`config.mk`:
```
export PLATFORM = sky130hd
export DESIGN_NAME = shift_reg_seq_flat
export DESIGN_NICKNAME = d
export VERILOG_FILES = /design/src/rtl/shift_reg_seq_pkg.sv /design/src/rtl/shift_reg_seq_if.sv /design/src/rtl/shift_reg_seq_shift_step.sv /design/src/rtl/shift_reg_seq.sv /design/src/flat_wrapper.sv
export SDC_FILE = /design/constraint.sdc
export NUM_CORES = 1
export LEC_CHECK = 0
export ABC_AREA = 1
export BUFFER_PORTS_ARGS = -buffer_cell sky130_fd_sc_hd__buf_2
export CAP_MARGIN = 20
export CORE_MARGIN = 2
export CORE_UTILIZATION = 55
export DETAILED_ROUTE_END_ITERATION = 12
export PLACE_DENSITY = 0.84
export SETUP_SLACK_MARGIN = 0.05
export SKIP_CTS_REPAIR_TIMING = 1
export SYNTH_ARGS = -nofsm -noshare
export SYNTH_HDL_FRONTEND = slang
export SYNTH_SLANG_ARGS = --single-unit
```
`constraint.sdc`:
```
create_clock -name clk -period 2.4 [get_ports clk]
set_input_delay 0.6 -clock clk [delete_from_list [all_inputs] [get_ports clk]]
set_output_delay 0.6 -clock clk [all_outputs]
set_load 0.05 [all_outputs]
```
`src/rtl/shift_reg_seq_pkg.sv`:
```
// Opcode and state encodings shared by the sequential shift register and its step unit.
package shift_reg_seq_pkg;

  typedef enum logic [2:0] {
    SEL_SLL = 3'd0,
    SEL_SRL = 3'd1,
    SEL_SRA = 3'd2,
    SEL_ROL = 3'd3,
    SEL_ROR = 3'd4,
    SEL_SLI = 3'd5,
    SEL_SRI = 3'd6,
    SEL_CLR = 3'd7
  } sel_e;

  typedef enum logic [1:0] {
    ST_IDLE  = 2'd0,
    ST_SHIFT = 2'd1,
    ST_DONE  = 2'd2
  } state_e;

endpackage

```
`src/rtl/shift_reg_seq_if.sv`:
```
// Command/result bundle of shift_reg_seq; master issues load/start, slave owns the register.
interface shift_reg_seq_if #(
  parameter int WIDTH = 17,
  parameter int AMT_W = 5
);
  logic [WIDTH-1:0] in;
  logic             load;
  logic [2:0]       sel;
  logic [AMT_W-1:0] amt;
  logic             start;
  logic             sin;
  logic [WIDTH-1:0] out;
  logic             busy;
  logic             done;
  logic             cout;

  modport master (
    output in, load, sel, amt, start, sin,
    input  out, busy, done, cout
  );

  modport slave (
    input  in, load, sel, amt, start, sin,
    output out, busy, done, cout
  );
endinterface

```
`src/rtl/shift_reg_seq_shift_step.sv`:
```
// One-bit shift/rotate unit, purely combinational (zero latency, no flow control).
module shift_step
  import shift_reg_seq_pkg::*;
#(
  parameter int WIDTH = 17
) (
  input  logic [WIDTH-1:0] data,
  input  sel_e             op,
  input  logic             sin,
  output logic [WIDTH-1:0] next_data,
  output logic             bit_out
);

  always_comb begin
    next_data = data;
    bit_out   = 1'b0;
    case (op)
      SEL_SLL: begin next_data = {data[WIDTH-2:0], 1'b0};           bit_out = data[WIDTH-1]; end
      SEL_SRL: begin next_data = {1'b0, data[WIDTH-1:1]};           bit_out = data[0];       end
      SEL_SRA: begin next_data = {data[WIDTH-1], data[WIDTH-1:1]};  bit_out = data[0];       end
      SEL_ROL: begin next_data = {data[WIDTH-2:0], data[WIDTH-1]};  bit_out = data[WIDTH-1]; end
      SEL_ROR: begin next_data = {data[0], data[WIDTH-1:1]};        bit_out = data[0];       end
      SEL_SLI: begin next_data = {data[WIDTH-2:0], sin};            bit_out = data[WIDTH-1]; end
      SEL_SRI: begin next_data = {sin, data[WIDTH-1:1]};            bit_out = data[0];       end
      default: begin next_data = '0;                                bit_out = 1'b0;          end
    endcase
  end

endmodule

```
`src/rtl/shift_reg_seq.sv`:
```
// WIDTH-bit register with load/clear and multi-cycle shifts, one bit per clock; N+1 edges start->done.
// Commands are ignored while busy; define SHIFT_REG_SEQ_CARRY_EN to keep a carry-out flop.
module shift_reg_seq
  import shift_reg_seq_pkg::*;
#(
  parameter int               WIDTH   = 17,
  parameter int               AMT_W   = 5,
  parameter logic [WIDTH-1:0] RST_VAL = '0
) (
  input logic              clk,
  input logic              rst,
  shift_reg_seq_if.slave   bus
);

  state_e           state_q, state_d;
  logic [WIDTH-1:0] data_q, data_d;
  logic [AMT_W-1:0] cnt_q, cnt_d;
  sel_e             op_q, op_d;
  logic             busy_q, busy_d;
  logic             done_q, done_d;
  logic [WIDTH-1:0] step_dat;
  logic             step_bo;

  shift_step #(.WIDTH(WIDTH)) u_step (
    .data      (data_q),
    .op        (op_q),
    .sin       (bus.sin),
    .next_data (step_dat),
    .bit_out   (step_bo)
  );

`ifdef SHIFT_REG_SEQ_CARRY_EN
  logic cout_q, cout_d;
`else
  logic unused_step_bo;
  assign unused_step_bo = step_bo;
`endif

  always_comb begin
    state_d = state_q;
    data_d  = data_q;
    cnt_d   = cnt_q;
    op_d    = op_q;
`ifdef SHIFT_REG_SEQ_CARRY_EN
    cout_d  = cout_q;
`endif
    if (state_q == ST_SHIFT) begin
      data_d = step_dat;
      cnt_d  = cnt_q - AMT_W'(1);
`ifdef SHIFT_REG_SEQ_CARRY_EN
      cout_d = step_bo;
`endif
      if (cnt_q == AMT_W'(1)) state_d = ST_DONE;
    end else begin
      // IDLE and DONE both accept commands; load wins over start
      state_d = ST_IDLE;
      if (bus.load) begin
        data_d = bus.in;
      end else if (bus.start) begin
        if (sel_e'(bus.sel) == SEL_CLR) begin
          data_d  = '0;
          state_d = ST_DONE;
`ifdef SHIFT_REG_SEQ_CARRY_EN
          cout_d  = 1'b0;
`endif
        end else if (bus.amt == '0) begin
          state_d = ST_DONE;
        end else begin
          op_d    = sel_e'(bus.sel);
          cnt_d   = bus.amt;
          state_d = ST_SHIFT;
        end
      end
    end
    busy_d = (state_d == ST_SHIFT);
    done_d = (state_d == ST_DONE);
  end

  always_ff @(posedge clk or posedge rst) begin
    if (rst) begin
      state_q <= ST_IDLE;
      data_q  <= RST_VAL;
      cnt_q   <= '0;
      op_q    <= SEL_SLL;
      busy_q  <= 1'b0;
      done_q  <= 1'b0;
`ifdef SHIFT_REG_SEQ_CARRY_EN
      cout_q  <= 1'b0;
`endif
    end else begin
      state_q <= state_d;
      data_q  <= data_d;
      cnt_q   <= cnt_d;
      op_q    <= op_d;
      busy_q  <= busy_d;
      done_q  <= done_d;
`ifdef SHIFT_REG_SEQ_CARRY_EN
      cout_q  <= cout_d;
`endif
    end
  end

  assign bus.out  = data_q;
  assign bus.busy = busy_q;
  assign bus.done = done_q;
`ifdef SHIFT_REG_SEQ_CARRY_EN
  assign bus.cout = cout_q;
`else
  assign bus.cout = 1'b0;
`endif

endmodule

```
`src/flat_wrapper.sv`:
```
// flat-port wrapper written by rule: the top's interface ports become plain ports
module shift_reg_seq_flat import shift_reg_seq_pkg::*;
#(
  parameter int               WIDTH   = 17,
  parameter int               AMT_W   = 5,
  parameter logic [WIDTH-1:0] RST_VAL = '0
)
  (clk, rst, bus_in, bus_load, bus_sel, bus_amt, bus_start, bus_sin, bus_out, bus_busy, bus_done, bus_cout);
  shift_reg_seq_if #(.WIDTH(WIDTH), .AMT_W(AMT_W)) bus_i ();
  input logic clk;
  input logic rst;
  input wire logic [$bits(bus_i.in)-1:0] bus_in;
  input wire logic [$bits(bus_i.load)-1:0] bus_load;
  input wire logic [$bits(bus_i.sel)-1:0] bus_sel;
  input wire logic [$bits(bus_i.amt)-1:0] bus_amt;
  input wire logic [$bits(bus_i.start)-1:0] bus_start;
  input wire logic [$bits(bus_i.sin)-1:0] bus_sin;
  output wire logic [$bits(bus_i.out)-1:0] bus_out;
  output wire logic [$bits(bus_i.busy)-1:0] bus_busy;
  output wire logic [$bits(bus_i.done)-1:0] bus_done;
  output wire logic [$bits(bus_i.cout)-1:0] bus_cout;
  assign bus_i.in = bus_in;
  assign bus_i.load = bus_load;
  assign bus_i.sel = bus_sel;
  assign bus_i.amt = bus_amt;
  assign bus_i.start = bus_start;
  assign bus_i.sin = bus_sin;
  assign bus_out = bus_i.out;
  assign bus_busy = bus_i.busy;
  assign bus_done = bus_i.done;
  assign bus_cout = bus_i.cout;
  shift_reg_seq #(.WIDTH(WIDTH), .AMT_W(AMT_W), .RST_VAL(RST_VAL)) u_core (.clk(clk), .rst(rst), .bus(bus_i));
endmodule
```
# After elaboration in Yosys (flattened, before gate mapping)
# Cells that the tools add are included.
[totals]
out_inout_bits = 20
word_cells = 52
in_bits = 30
ff_bits = 29
[classes]
eq_ne = 15
bitwise_logic = 4
reduce_logical = 9
addsub = 1
muxes = 16
[ops]
columns = ["op", "n"]
rows = [
  ["$pmux W17 S7", 1],
  ["$mux W17", 4],
  ["$mux W5", 5],
  ["$eq A3 B3 Y1 const B", 4],
  ["$mux W2", 6],
  ["$eq A3 B2 Y1 const B", 2],
  ["$ne A2 B1 Y1 const B", 3],
  ["$reduce_bool A3 Y1", 2],
  ["$eq A5 B1 Y1 const B", 1],
  ["$logic_not A5 Y1", 1],
  ["$reduce_and A5 Y1", 1],
  ["$sub A5 B1 Y5 const B", 1],
  ["$eq A2 B1 Y1 const B", 2],
  ["$not A1 Y1", 4],
  ["$reduce_and A4 Y1", 1],
  ["$eq A3 B1 Y1 const B", 1],
  ["$logic_not A3 Y1", 1],
  ["$reduce_and A3 Y1", 1],
  ["$eq A2 B2 Y1 const B", 1],
  ["$ne A2 B2 Y1 const B", 1],
  ["$reduce_and A2 Y1", 1],
  ["$reduce_bool A2 Y1", 1],
]

# Logic depth before layout (Yosys ltp)
[logic_depth]
depth_word = 7
ltp_mapped = 10

# Cells and area by module
# From an unflattened synthesis, not the netlist that was laid out.
[unflattened]
cells_unflattened = 263
area_unflattened_um2 = 1874.3
[by_module_without_submodules]
columns = ["module", "cells_each", "area_per_inst_um2", "n_inst"]
rows = [
  ["shift_reg_seq", 185, 1462.7, 1],
  ["shift_step", 78, 411.6, 1],
]

# Worst setup path before layout
# Ideal clock, no wire load.
[synth_timing]
kind = "in2reg"
from = "in bus_load"
to = "reg u_core.op_q[0]"
setup_slack_ps = 927
stages = 5
arrival_time_ps = 1341
setup_ps = 132
n_path_buf = 1
cell_sequence = "buf_2 nor2_1 nand3_2 nor2_2 o21ai_0"
[synth_between]
elab_chain_cells = 2
[synth_lines]
columns = ["element", "line", "rtl"]
rows = [
  ["start, declared", "flat_wrapper.sv:13", "input wire logic [$bits(bus_i.load)-1:0] bus_load;"],
  ["$not A1 Y1 (no source line)", "n/a", ""],
  ["$reduce_and A5 Y1 (no source line)", "n/a", ""],
  ["end signal, assigned", "shift_reg_seq.sv:94", "op_q <= op_d;"],
  ["end, declared", "shift_reg_seq.sv:18", "sel_e op_q, op_d;"],
]
# Every way passes these cells.
# A chain may end at the register's enable or synchronous reset.

# Final worst setup path
[layout_timing]
from = "reg u_core.data_q[3] (netlist: u_core.bus.out[3])"
to = "out bus_out[3]"
[layout_lines]
columns = ["element", "line", "rtl"]
rows = [
  ["start, declared", "shift_reg_seq.sv:16", "logic [WIDTH-1:0] data_q, data_d;"],
  ["start signal, assigned", "shift_reg_seq.sv:92", "data_q <= data_d;"],
  ["end, declared", "flat_wrapper.sv:18", "output wire logic [$bits(bus_i.out)-1:0] bus_out;"],
]
# No word-level cell between the ends.

==> metrics.txt <==
Least-Margin Pin Slew 0.803 ns; Primary FF master, synth dfrtp_1; largest area contributor in the netlist dfrtp_1; fill count 269; FF-to-FF Start u_core.state_q[0]$_DFF_PP0_; Worst VDD drop 0.765 mV; highest metal used met4; top cells by area, synth dfrtp_1 42%, nand2_1 19%, nand3_1 19%; grt ovf 0; Final Hold Viols 0; Worst R2R Path Depth 6; r2r setup slk 0.81 ns; run status finished clean; Final WS setup 0.750 ns; CTS H-tree depth 2; Peak Freq 606 MHz; vias in the first global route 1,553; Leak 1.12 nW; post-synthesis sequential area ratio 42.2%; critical path endpoint category primary output; CTS tree done; yosys warns 0; total power 3.09 mW; family with the most delay on the worst path flip-flops; DR pass1 iterations 4; Yosys cell types 22; nets 320; DRT met1 WL 1860 um; XOR/XNOR Fraction of Synth Area 0.509%; Total Routing Usage GR 25.7%; first-pass GRT wire length 6780 um; Setup CP Type reg2out; top cell types by occurrence after synthesis 87 x nand2_1, 65 x nand3_1, 29 x dfrtp_1; final wirelength 4100 um; CP Launch Type register; Slew Limit Fails 0; multiplexer share of the synthesized area 0%; Clock Path Buffers 2; top-count cell post-synth nand2_1; antenna cells 0; Max-slew headroom 46.4%; CTS clk-pin slew, worst paths 0.10 ns; worst flop-to-flop path endpoint u_core.cnt_q[1]$_DFFE_PP0P_; final setup vio count 0; initial antenna violation count 0; root buffer cell clkbuf_4; Final Critical Period 1.65 ns; Core Area 3000 um^2; clock tree sinks 29; DRC Markers 0; IO Count 50; TNS Setup 0 ns; Worst Skew 0.0100 ns; synthesis-to-layout area growth 18.2%; largest net degree at the start of global routing 30; Cell Pwr Density 1520 nW/um^2; hold_ws 0.308 ns; critical path, cell by cell buf_2; Final ANT Viol Nets 0; Routed WL per cell 12.7 um; max-cap viol count 0; Via density 5.52; Initial DRC Count 165; WL met3 296 um; WP data required 1.80 ns; Die Span Y 59.9 um; Worst-Skew Late Latency 0.34 ns; worst path bufs/invs 1; Mapped Cells 243; Mapped Area 1720 um^2; Yosys reg bits 29; proportion of layout cells with a drive suffix above 1 23.2%; row count 20; port bufs 48; FFs w/ async S/R, synth 100%; crit path max fanout 4; Initial Util 57.3%; RSZ-0062 raised after global routing false; hold crit path type in2async; DPL Wire Length 2750 um; largest family of logic cells by synthesized area simple AND/OR/NAND/NOR gates; Synth Area in Simple Gates 44.2%; number of flops mapped to enable cells by yosys 0; final period utilization 68.8%; routed vias 1,777; TritonCTS Buffers 5; die area 3590 um^2; CP max stage cell dfrtp_1; share of the synthesized area in the top cell type 42.2%; Die Wd 59.9 um; CP arrival 1.05 ns; wire length on met2 1870 um; Synth Area in Compound Gates 4.37%; GPL Wtd Cong 0.839; adder-cell share of the synthesized area 1.46%; Net Count, Synth 275; Critical Path Max Stage Delay 0.42 ns; post-place setup slack 0.718 ns; Syn Area/Cell 7.07 um^2
==> logic make-up (layout without fill, tap and decap cells) <==
group,Yosys count,count (layout)
xor+xnor,1,1
other cells,1,1
flops,29,29
compound gates,14,14
fa+ha+maj,2,2
buf+inv,26,72
simple gates,170,170
==> metrics by stage <==
stage | cell area [um^2] | instances | utilization, %
floorplan | 1720 | 243 | -
global placement | 1950 | 314 | 64.8
detailed placement | 1950 | 314 | 64.8
CTS | 2030 | 322 | 67.7
global route | 2030 | 322 | 67.7
finish | 2030 | 322 | 67.7
==> per-layer routing <==
metal	up-vias	global-route usage [%]
li1	882	-
met1	814	34.6
met2	72	38.4
met3	9	7.36
met4	0	11.4
met5	-	0
==> power by group <==
| group | internal (mW) | switching [mW] | leakage (nW) |
|---|---|---|---|
| clock | 0.249 | 0.181 | 0.0455 |
| combinational | 0.486 | 1.26 | 0.710 |
| sequential | 0.704 | 0.211 | 0.365 |
==> layout make-up <==
class / count / area [um^2] / area share, %
clock inverters: 1 / 30.0 / 1.48
well taps: 33 / 41.3 / 2.03
repair buffers: 50 / 255 / 12.6
clock buffers: 7 / 55.1 / 2.71
flip-flops and latches: 29 / 726 / 35.7
inverters: 14 / 52.6 / 2.59
multi-input cells: 188 / 872 / 42.9
==> worst max path at each step <==
stage | startpoint | end | slack, ns | cells past startpoint
after global routing | u_core.state_q[0]$_DFF_PP0_ | u_core.cnt_q[1]$_DFFE_PP0P_ | 0.68 | 6
after CTS | u_core.bus.out[9]$_DFFE_PP0P_ | bus_out[9] | 0.75 | 1
after global placement | bus_load | u_core.op_q[1]$_DFFE_PP0P_ | 0.75 | 5
final | u_core.bus.out[3]$_DFFE_PP0P_ | bus_out[3] | 0.75 | 1
after detailed placement | bus_load | u_core.op_q[0]$_DFFE_PP0P_ | 0.72 | 6
after floorplan | bus_load | u_core.op_q[0]$_DFFE_PP0P_ | 0.93 | 5
==> sequential cells by signal, indices dropped and copies added, names as in the netlist <==
| signal | count |
|---|---|
| u_core.bus.busy | 1 |
| u_core.bus.done | 1 |
| u_core.bus.out | 17 |
| u_core.cnt_q | 5 |
| u_core.op_q | 3 |
| u_core.state_q | 2 |
==> cells in the final DEF, fill, tap and decap left out, drive strengths merged <==
cell    Yosys  routed
nand2      91      91
nand3      66      66
buf         8      50
dfrtp      29      29
inv        14      14
o21ai      11      11
nor2       10      10
clkbuf      4       7
nand4       2       2
o21a        2       2
ha          2       2
nand3b      1       1
xnor2       1       1
a21oi       1       1
conb        1       1
bufinv      0       1
No activity file was read; power rests on OpenSTA's default activity.
